==> config.mk <==
export PLATFORM = sky130hd
export DESIGN_NAME = primogen_seek
export DESIGN_NICKNAME = d
export VERILOG_FILES = /design/src/rtl/primogen_seek.sv
export SDC_FILE = /design/constraint.sdc
export NUM_CORES = 1
export LEC_CHECK = 0
export ABC_AREA = 1
export CAP_MARGIN = 20
export CORE_ASPECT_RATIO = 0.9
export CORE_MARGIN = 1
export CORE_UTILIZATION = 65
export DETAILED_ROUTE_END_ITERATION = 8
export PLACE_DENSITY = 0.83
export SKIP_LAST_GASP = 1
export SLEW_MARGIN = 20
export SYNTH_ARGS = -nofsm -noshare
export SYNTH_HDL_FRONTEND = slang
export SYNTH_SLANG_ARGS = --single-unit
==> constraint.sdc <==
create_clock -name clk -period 9.37 [get_ports clk]
set_input_delay 2.811 -clock clk [delete_from_list [all_inputs] [get_ports clk]]
set_output_delay 2.811 -clock clk [all_outputs]
set_load 0.1 [all_outputs]
==> src/rtl/primogen_seek.sv <==
// primogen_seek: steps through primes on go, or seeks to the first prime
// at or above a loaded seed, using trial division with a serial remainder.
module primogen_seek #(
  parameter int WIDTH = 16
) (
  input  logic             clk,
  input  logic             rst,
  input  logic             go,
  input  logic             load,
  input  logic [WIDTH-1:0] seed,
  output logic             ready,
  output logic             error,
  output logic [WIDTH-1:0] res
);

  localparam int CW = WIDTH + 1;
  localparam int PW = 2 * WIDTH + 2;
  localparam int IW = (WIDTH > 2) ? $clog2(WIDTH) : 1;

  typedef enum logic [1:0] {
    IDLE,
    CAND,
    CHECK,
    DIV
  } state_t;

  state_t           state_q, state_d;
  logic [CW-1:0]    c_q, c_d;
  logic [CW-1:0]    div_q, div_d;
  logic [CW-1:0]    r_q, r_d;
  logic [IW-1:0]    idx_q, idx_d;
  logic [WIDTH-1:0] res_q, res_d;
  logic             ready_q, ready_d;
  logic             error_q, error_d;

  logic [WIDTH-1:0] c_lo;
  logic [PW-1:0]    sq;
  logic [CW-1:0]    r_sh;
  logic [CW-1:0]    r_nx;
  logic [CW-1:0]    seed_c;

  assign ready = ready_q;
  assign error = error_q;
  assign res   = res_q;

  // Datapath helpers: divisor square and one shift-subtract remainder step
  always_comb begin
    c_lo   = c_q[WIDTH-1:0];
    sq     = PW'(div_q) * PW'(div_q);
    r_sh   = {r_q[CW-2:0], c_lo[idx_q]};
    r_nx   = (r_sh >= div_q) ? (r_sh - div_q) : r_sh;
    seed_c = (seed < WIDTH'(2)) ? CW'(2) : CW'(seed);
  end

  // Next-state logic: request acceptance, candidate stepping, trial division
  always_comb begin
    state_d = state_q;
    c_d     = c_q;
    div_d   = div_q;
    r_d     = r_q;
    idx_d   = idx_q;
    res_d   = res_q;
    ready_d = ready_q;
    error_d = error_q;
    unique case (state_q)
      IDLE: begin
        if (ready_q && load) begin
          c_d     = seed_c;
          error_d = 1'b0;
          ready_d = 1'b0;
          state_d = CAND;
        end else if (ready_q && go && !error_q) begin
          c_d     = CW'(res_q) + CW'(1);
          ready_d = 1'b0;
          state_d = CAND;
        end
      end
      CAND: begin
        if (c_q[WIDTH]) begin
          error_d = 1'b1;
          ready_d = 1'b1;
          state_d = IDLE;
        end else begin
          div_d   = CW'(2);
          state_d = CHECK;
        end
      end
      CHECK: begin
        if (sq > PW'(c_q)) begin
          res_d   = c_lo;
          ready_d = 1'b1;
          state_d = IDLE;
        end else begin
          r_d     = '0;
          idx_d   = IW'(WIDTH - 1);
          state_d = DIV;
        end
      end
      DIV: begin
        r_d = r_nx;
        if (idx_q == '0) begin
          if (r_nx == '0) begin
            c_d     = c_q + CW'(1);
            state_d = CAND;
          end else begin
            div_d   = div_q + CW'(1);
            state_d = CHECK;
          end
        end else begin
          idx_d = idx_q - IW'(1);
        end
      end
      default: state_d = IDLE;
    endcase
  end

  // State registers with synchronous reset to idle, res=1
  always_ff @(posedge clk) begin
    if (rst) begin
      state_q <= IDLE;
      c_q     <= '0;
      div_q   <= '0;
      r_q     <= '0;
      idx_q   <= '0;
      res_q   <= WIDTH'(1);
      ready_q <= 1'b1;
      error_q <= 1'b0;
    end else begin
      state_q <= state_d;
      c_q     <= c_d;
      div_q   <= div_d;
      r_q     <= r_d;
      idx_q   <= idx_d;
      res_q   <= res_d;
      ready_q <= ready_d;
      error_q <= error_d;
    end
  end

endmodule

==> out/metrics.csv, run 1 <==
metric,value,unit
initial antenna violation count,0,
most area-consuming cells after synthesis,"fa_1, nand2_1, inv_1, ha_1, dfxtp_1",
most numerous cell in the Yosys netlist,nand2_1,
DRC viols,0,
startpoint types,register,
H-tree Lvls,3,
synthesized area,15400,µm²
"critical path fanouts, max",35,
drt wl/cell,15.9,µm
Worst R2R Path Depth,33,
Leakage,9.31,nW
post-synthesis sequential area ratio,9.61,%
CTS max path bufs,2,
CORE AREA,23300,µm²
Max Slew Vio Count,0,
Placer Congestion,1.00,
FP Rows,53,
hold depth,2,
NumNets Final,2621,
Ports,38,
Clock Tree Root,clkbuf_16,
most frequent cell on the critical path,nand2_1,
top layer in use,met4,
Slew @ Worst Pin,1030,ps
Vias,14201,
Initial Util,66.2,%
pre-CTS setup slack,1310,ps
Placed Cells,2545,
Final Setup Violations,0,
area fraction of the dominant cell type after synthesis,25.1,%
vias in the first global route,13880,
largest area contributor in the netlist,fa_1,
DRT antenna net count,0,
gr usage total,35.4,%
commonest cells in the netlist,"nand2_1, inv_1, fa_1",
final instance area,16200,µm²
total of max-cap violations,0,
Port Buffers,37,
critical path launch point,div_q[4]$_SDFFE_PP0P_,
top_reg_cell synth,dfxtp_1,
P&R area growth vs syn,4.99,%
"Reg clk slew, reported paths",60,ps
cell count after synthesis,2265,
routed wl met2,18.4,mm
CTS hold repair buffers,0,
met3 routed WL,3.59,mm
clock latency on the worst-skew pair,350,ps
chip height,148,µm
PostCTS Resize Cnt,0,
Crit path required time,9600,ps
nature of the critical path endpoint,register,
Num CTS Buffers,9,
FF-to-FF End,res[13]$_SDFFE_PP0P_,
DIE AREA,24300,µm²
drt via density,5.55,
width of the die,164,µm
DR iter-0 viols,1568,
total grt overflow,0,
final WL,40.7,mm
Layout Skew,10.3,ps
Final period util,88.1,%
RR Startpoint,div_q[4]$_SDFFE_PP0P_,
global-route wire length before repair,68.0,mm
share of post-route cells with drive strength above 1,3.28,%
"Distinct cells, synth",46,
worst min path class,register to register,
max_slew headroom,31.3,%
power per cell area,103,nW/µm²
"Setup Fix Bufs, Post-CTS",0,
crit path to,res[13]$_SDFFE_PP0P_,
crit path max-delay cell type,dfxtp_1,
diode count,0,
total power,1.67,mW
clk sinks,74,
Max VDD drop,141,µV
Placed Area,15900,µm²
Synth Net Count,2632,
critical setup path kind,register to register,
highest cell delay on the worst timing path,1000,ps
Yosys warnings,0,
Syn Area/Cell,6.80,µm²
RSZ-0062 raised after global routing,false,
"Hold Vio Cnt, Final",0,
hpwl dp,33.6,mm
R2R Setup Slk,1120,ps
arrival time at the worst endpoint,8480,ps
ys async rst share,0,%
outcome,"finished, final reports clean",
pin count of the biggest net entering global routing,52,
setup TNS,0,ps
Max Freq,121,MHz
Post-synth EDFFs,0,
WHS,493,ps
wl on met1,17.9,mm
#FFs+latches synth,74,
Post-Route Utilization,69.5,%
Setup WS post-layout,1120,ps
Pre-antenna DRT Iters,6,
post-route minimum period,8250,ps
CTS tree,built,
Non-Filler Instances,2561,
[worst min path at each step]
| stage | start | end | slack [ps] |
|---|---|---|---|
| after CTS | r_q[15]$_SDFFE_PP0P_ | r_q[15]$_SDFFE_PP0P_ | 490 |
| after detailed placement | r_q[13]$_SDFFE_PP0P_ | r_q[13]$_SDFFE_PP0P_ | 480 |
| after global placement | r_q[13]$_SDFFE_PP0P_ | r_q[13]$_SDFFE_PP0P_ | 480 |
| after global routing | r_q[9]$_SDFFE_PP0P_ | r_q[9]$_SDFFE_PP0P_ | 520 |
| after floorplan | r_q[3]$_SDFFE_PP0P_ | r_q[3]$_SDFFE_PP0P_ | 450 |
| final | r_q[13]$_SDFFE_PP0P_ | r_q[13]$_SDFFE_PP0P_ | 490 |
[state kept, by name (all words and copies together) (netlist names)]
signal	flops
state_q	2
idx_q	4
c_q	17
r_q	16
res	16
error	1
div_q	17
ready	1
[metal layers]
| metal | vias up | GRT usage [%] |
|---|---|---|
| li1 | 6779 | - |
| met1 | 6689 | 49.1 |
| met2 | 649 | 56.8 |
| met3 | 84 | 6.66 |
| met4 | 0 | 9.49 |
| met5 | - | 0 |
[cell families after synthesis]
| logic type | share of synthesized area (%) |
|---|---|
| DFF | 9.61 |
| buffers and inverters | 15.6 |
| and+or+nand+nor | 26.9 |
| xor gates and xnor gates | 3.69 |
| adders and majority gates | 37.6 |
| AOI/OAI and AO/OA | 6.63 |
[where the power goes]
part	leakage, nW	switching, mW	internal, mW	total, mW
clock	0.143	0.147	0.214	0.360
sequential	0.600	0.0592	0.353	0.412
combinational	8.57	0.624	0.269	0.893
[area by class of cell]
class	instances	area, µm²
Clock buffer	12	246
Clock inverter	4	51.3
Multi-Input combinational cell	1574	11500
Tap cell	302	378
Fill cell	2003	7100
Timing Repair Buffer	46	433
Sequential cell	74	1480
Inverter	549	2060
[worst max-delay path: cells and delay by family (launching register included)]
kind / cells / cell delay [ps]
AOI/OAI and AO/OA: 4 / 700
xor gates and xnor gates: 1 / 270
adders and majority gates: 8 / 3570
buffers and inverters: 6 / 660
DFF: 1 / 1000
and+or+nand+nor: 14 / 1920
[layout by cell type, fill, tap and decap left out, types with 39 or more instances in the layout]
master     n
a21oi_1   97
dfxtp_1   74
nand2_1  623
inv_1    542
nor2_1   134
xor2_1    51
fa_1     193
nand4_1   39
ha_1     154
nand3_1  109
o21ai_0   46
Power figures use the tool's default switching activity.
==> inputs of run 2 (changes only) <==
SLEW_MARGIN = 40   (was 20)
==> run 2 against run 1 <==
Sequential share of layout area up 0.069 points. Fmax up 3.7%. Largest power group unchanged. Power up 0.78%. Critical path type unchanged.
==> out/metrics.csv, run 2 (same netlist as run 1, synthesis figures left out) <==
metric,value,unit,change
outcome,"finished, final reports clean",,
global-route wire length before repair,68.1,mm,+0.27%
DR iter-0 viols,1392,,-11%
gr usage total,35.6,%,+0.12 points
Clock Tree Root,clkbuf_16,,
total grt overflow,0,,unchanged
Final period util,84.9,%,-3.1 points
CTS max path bufs,2,,unchanged
most frequent cells in the layout,"nand2_1, inv_1, fa_1",,
Pre-antenna DRT Iters,5,,-1
P&R area growth vs syn,4.56,%,
Hold Crit Start,r_q[13]$_SDFFE_PP0P_,,
setup TNS,0,ps,unchanged
drt wl/cell,15.9,µm,-0.36%
"Reg clk slew, reported paths",60,ps,about the same
DRC viols,0,,unchanged
Num CTS Buffers,9,,unchanged
"critical path fanouts, max",35,,unchanged
initial antenna violation count,0,,unchanged
nature of the critical path endpoint,register,,
drt via density,5.50,,-0.87%
Max Slew Vio Count,0,,unchanged
Leakage,9.35,nW,+0.41%
RSZ-0062 raised after global routing,false,,
Placed Area,15800,µm²,-0.55%
critical path launch point,div_q[9]$_SDFFE_PP0P_,,
post-route minimum period,7960,ps,-293 ps
share of post-route cells with drive strength above 1,4.29,%,+1.0 points
startpoint types,register,,
crit path max-delay cell type,dfxtp_1,,
NumNets Final,2621,,unchanged
final WL,40.6,mm,-0.36%
Layout Skew,11.9,ps,+1.53 ps
WHS,490,ps,-2.78 ps
Max VDD drop,119,µV,-15%
hpwl dp,33.5,mm,-0.29%
worst min path class,register to register,,
Vias,14078,,-0.87%
RR Startpoint,div_q[9]$_SDFFE_PP0P_,,
"Hold Vio Cnt, Final",0,,unchanged
critical setup path kind,register to register,,
final instance area,16100,µm²,-0.42%
power per cell area,104,nW/µm²,+1.2%
most frequent cell on the critical path,nand2_1,,
Crit path required time,9590,ps,about the same
"leading cell type in the layout, fill and taps excluded",nand2_1,,
clk sinks,74,,unchanged
diode count,0,,unchanged
PostCTS Resize Cnt,0,,unchanged
registers with the most flip-flops,"c_q (17), div_q (17)",,
"Setup Fix Bufs, Post-CTS",0,,unchanged
Max Freq,126,MHz,+3.7%
FP Rows,53,,unchanged
H-tree Lvls,3,,unchanged
max_slew headroom,40.9,%,+9.7 points
pin count of the biggest net entering global routing,52,,unchanged
DRT antenna net count,0,,unchanged
Slew @ Worst Pin,885,ps,-145 ps
total of max-cap violations,0,,unchanged
clock latency on the worst-skew pair,350,ps,about the same
CTS tree,built,,
Placer Congestion,1.00,,unchanged
Port Buffers,37,,unchanged
Post-Route Utilization,69.2,%,-0.29 points
CTS hold repair buffers,0,,unchanged
chip height,148,µm,unchanged
width of the die,164,µm,unchanged
Fill cells,2030,,+1.3%
Initial Util,66.2,%,unchanged
Final Setup Violations,0,,unchanged
highest cell delay on the worst timing path,850,ps,-150 ps
vias in the first global route,14082,,+1.5%
DIE AREA,24300,µm²,unchanged
Ports,38,,unchanged
CORE AREA,23300,µm²,unchanged
arrival time at the worst endpoint,8170,ps,-310 ps
[run 2: final timing paths]
check                                             to  slack, ps  depth (start not counted)
worst max register to register  res[13]$_SDFFE_PP0P_       1410                         35
worst min-delay path            r_q[13]$_SDFFE_PP0P_        490                          2
worst min register to register  r_q[13]$_SDFFE_PP0P_        490                          2
worst max-delay path            res[13]$_SDFFE_PP0P_       1410                         35
[run 2: worst max-delay path, delay by kind of cell, from the launching register on]
kind / cells / cell delay (ps)
compound gates: 4 / 710
xor+xnor: 1 / 260
flops: 1 / 850
fa+ha+maj: 8 / 3460
simple gates: 14 / 1690
buf+inv: 8 / 840
[run 2: cell type report]
cell class	count	area [µm²]	share of cell area, %
Multi-Input combinational cell	1574	11500	71.6
Inverter	549	2060	12.8
Sequential cell	74	1490	9.23
Tap cell	302	378	2.35
Timing Repair Buffer	46	343	2.13
Clock buffer	12	256	1.59
Clock inverter	4	50.0	0.311
[run 2: power by group]
group | internal, mW | total, mW | switching, mW | leakage (nW)
Sequential | 0.353 | 0.410 | 0.0573 | 0.602
Combinational | 0.266 | 0.894 | 0.628 | 8.60
Clock | 0.221 | 0.374 | 0.153 | 0.145
[run 2: per-stage QoR]
stage	setup WS [ps]	std cells	total power, mW
finish	1410	2561	1.68
global route	910	2561	1.79
CTS	1390	2561	1.65
detailed placement	1440	2545	1.28
global placement	1510	2545	1.26
floorplan	2550	2265	1.11
[run 2: layer usage]
| layer | GRT usage, % | share of wire [%] |
|---|---|---|
| met5 | 0 | 0 |
| met4 | 10.8 | 2.7 |
| met3 | 6.92 | 9.4 |
| met2 | 56.5 | 45 |
| met1 | 49.0 | 43 |
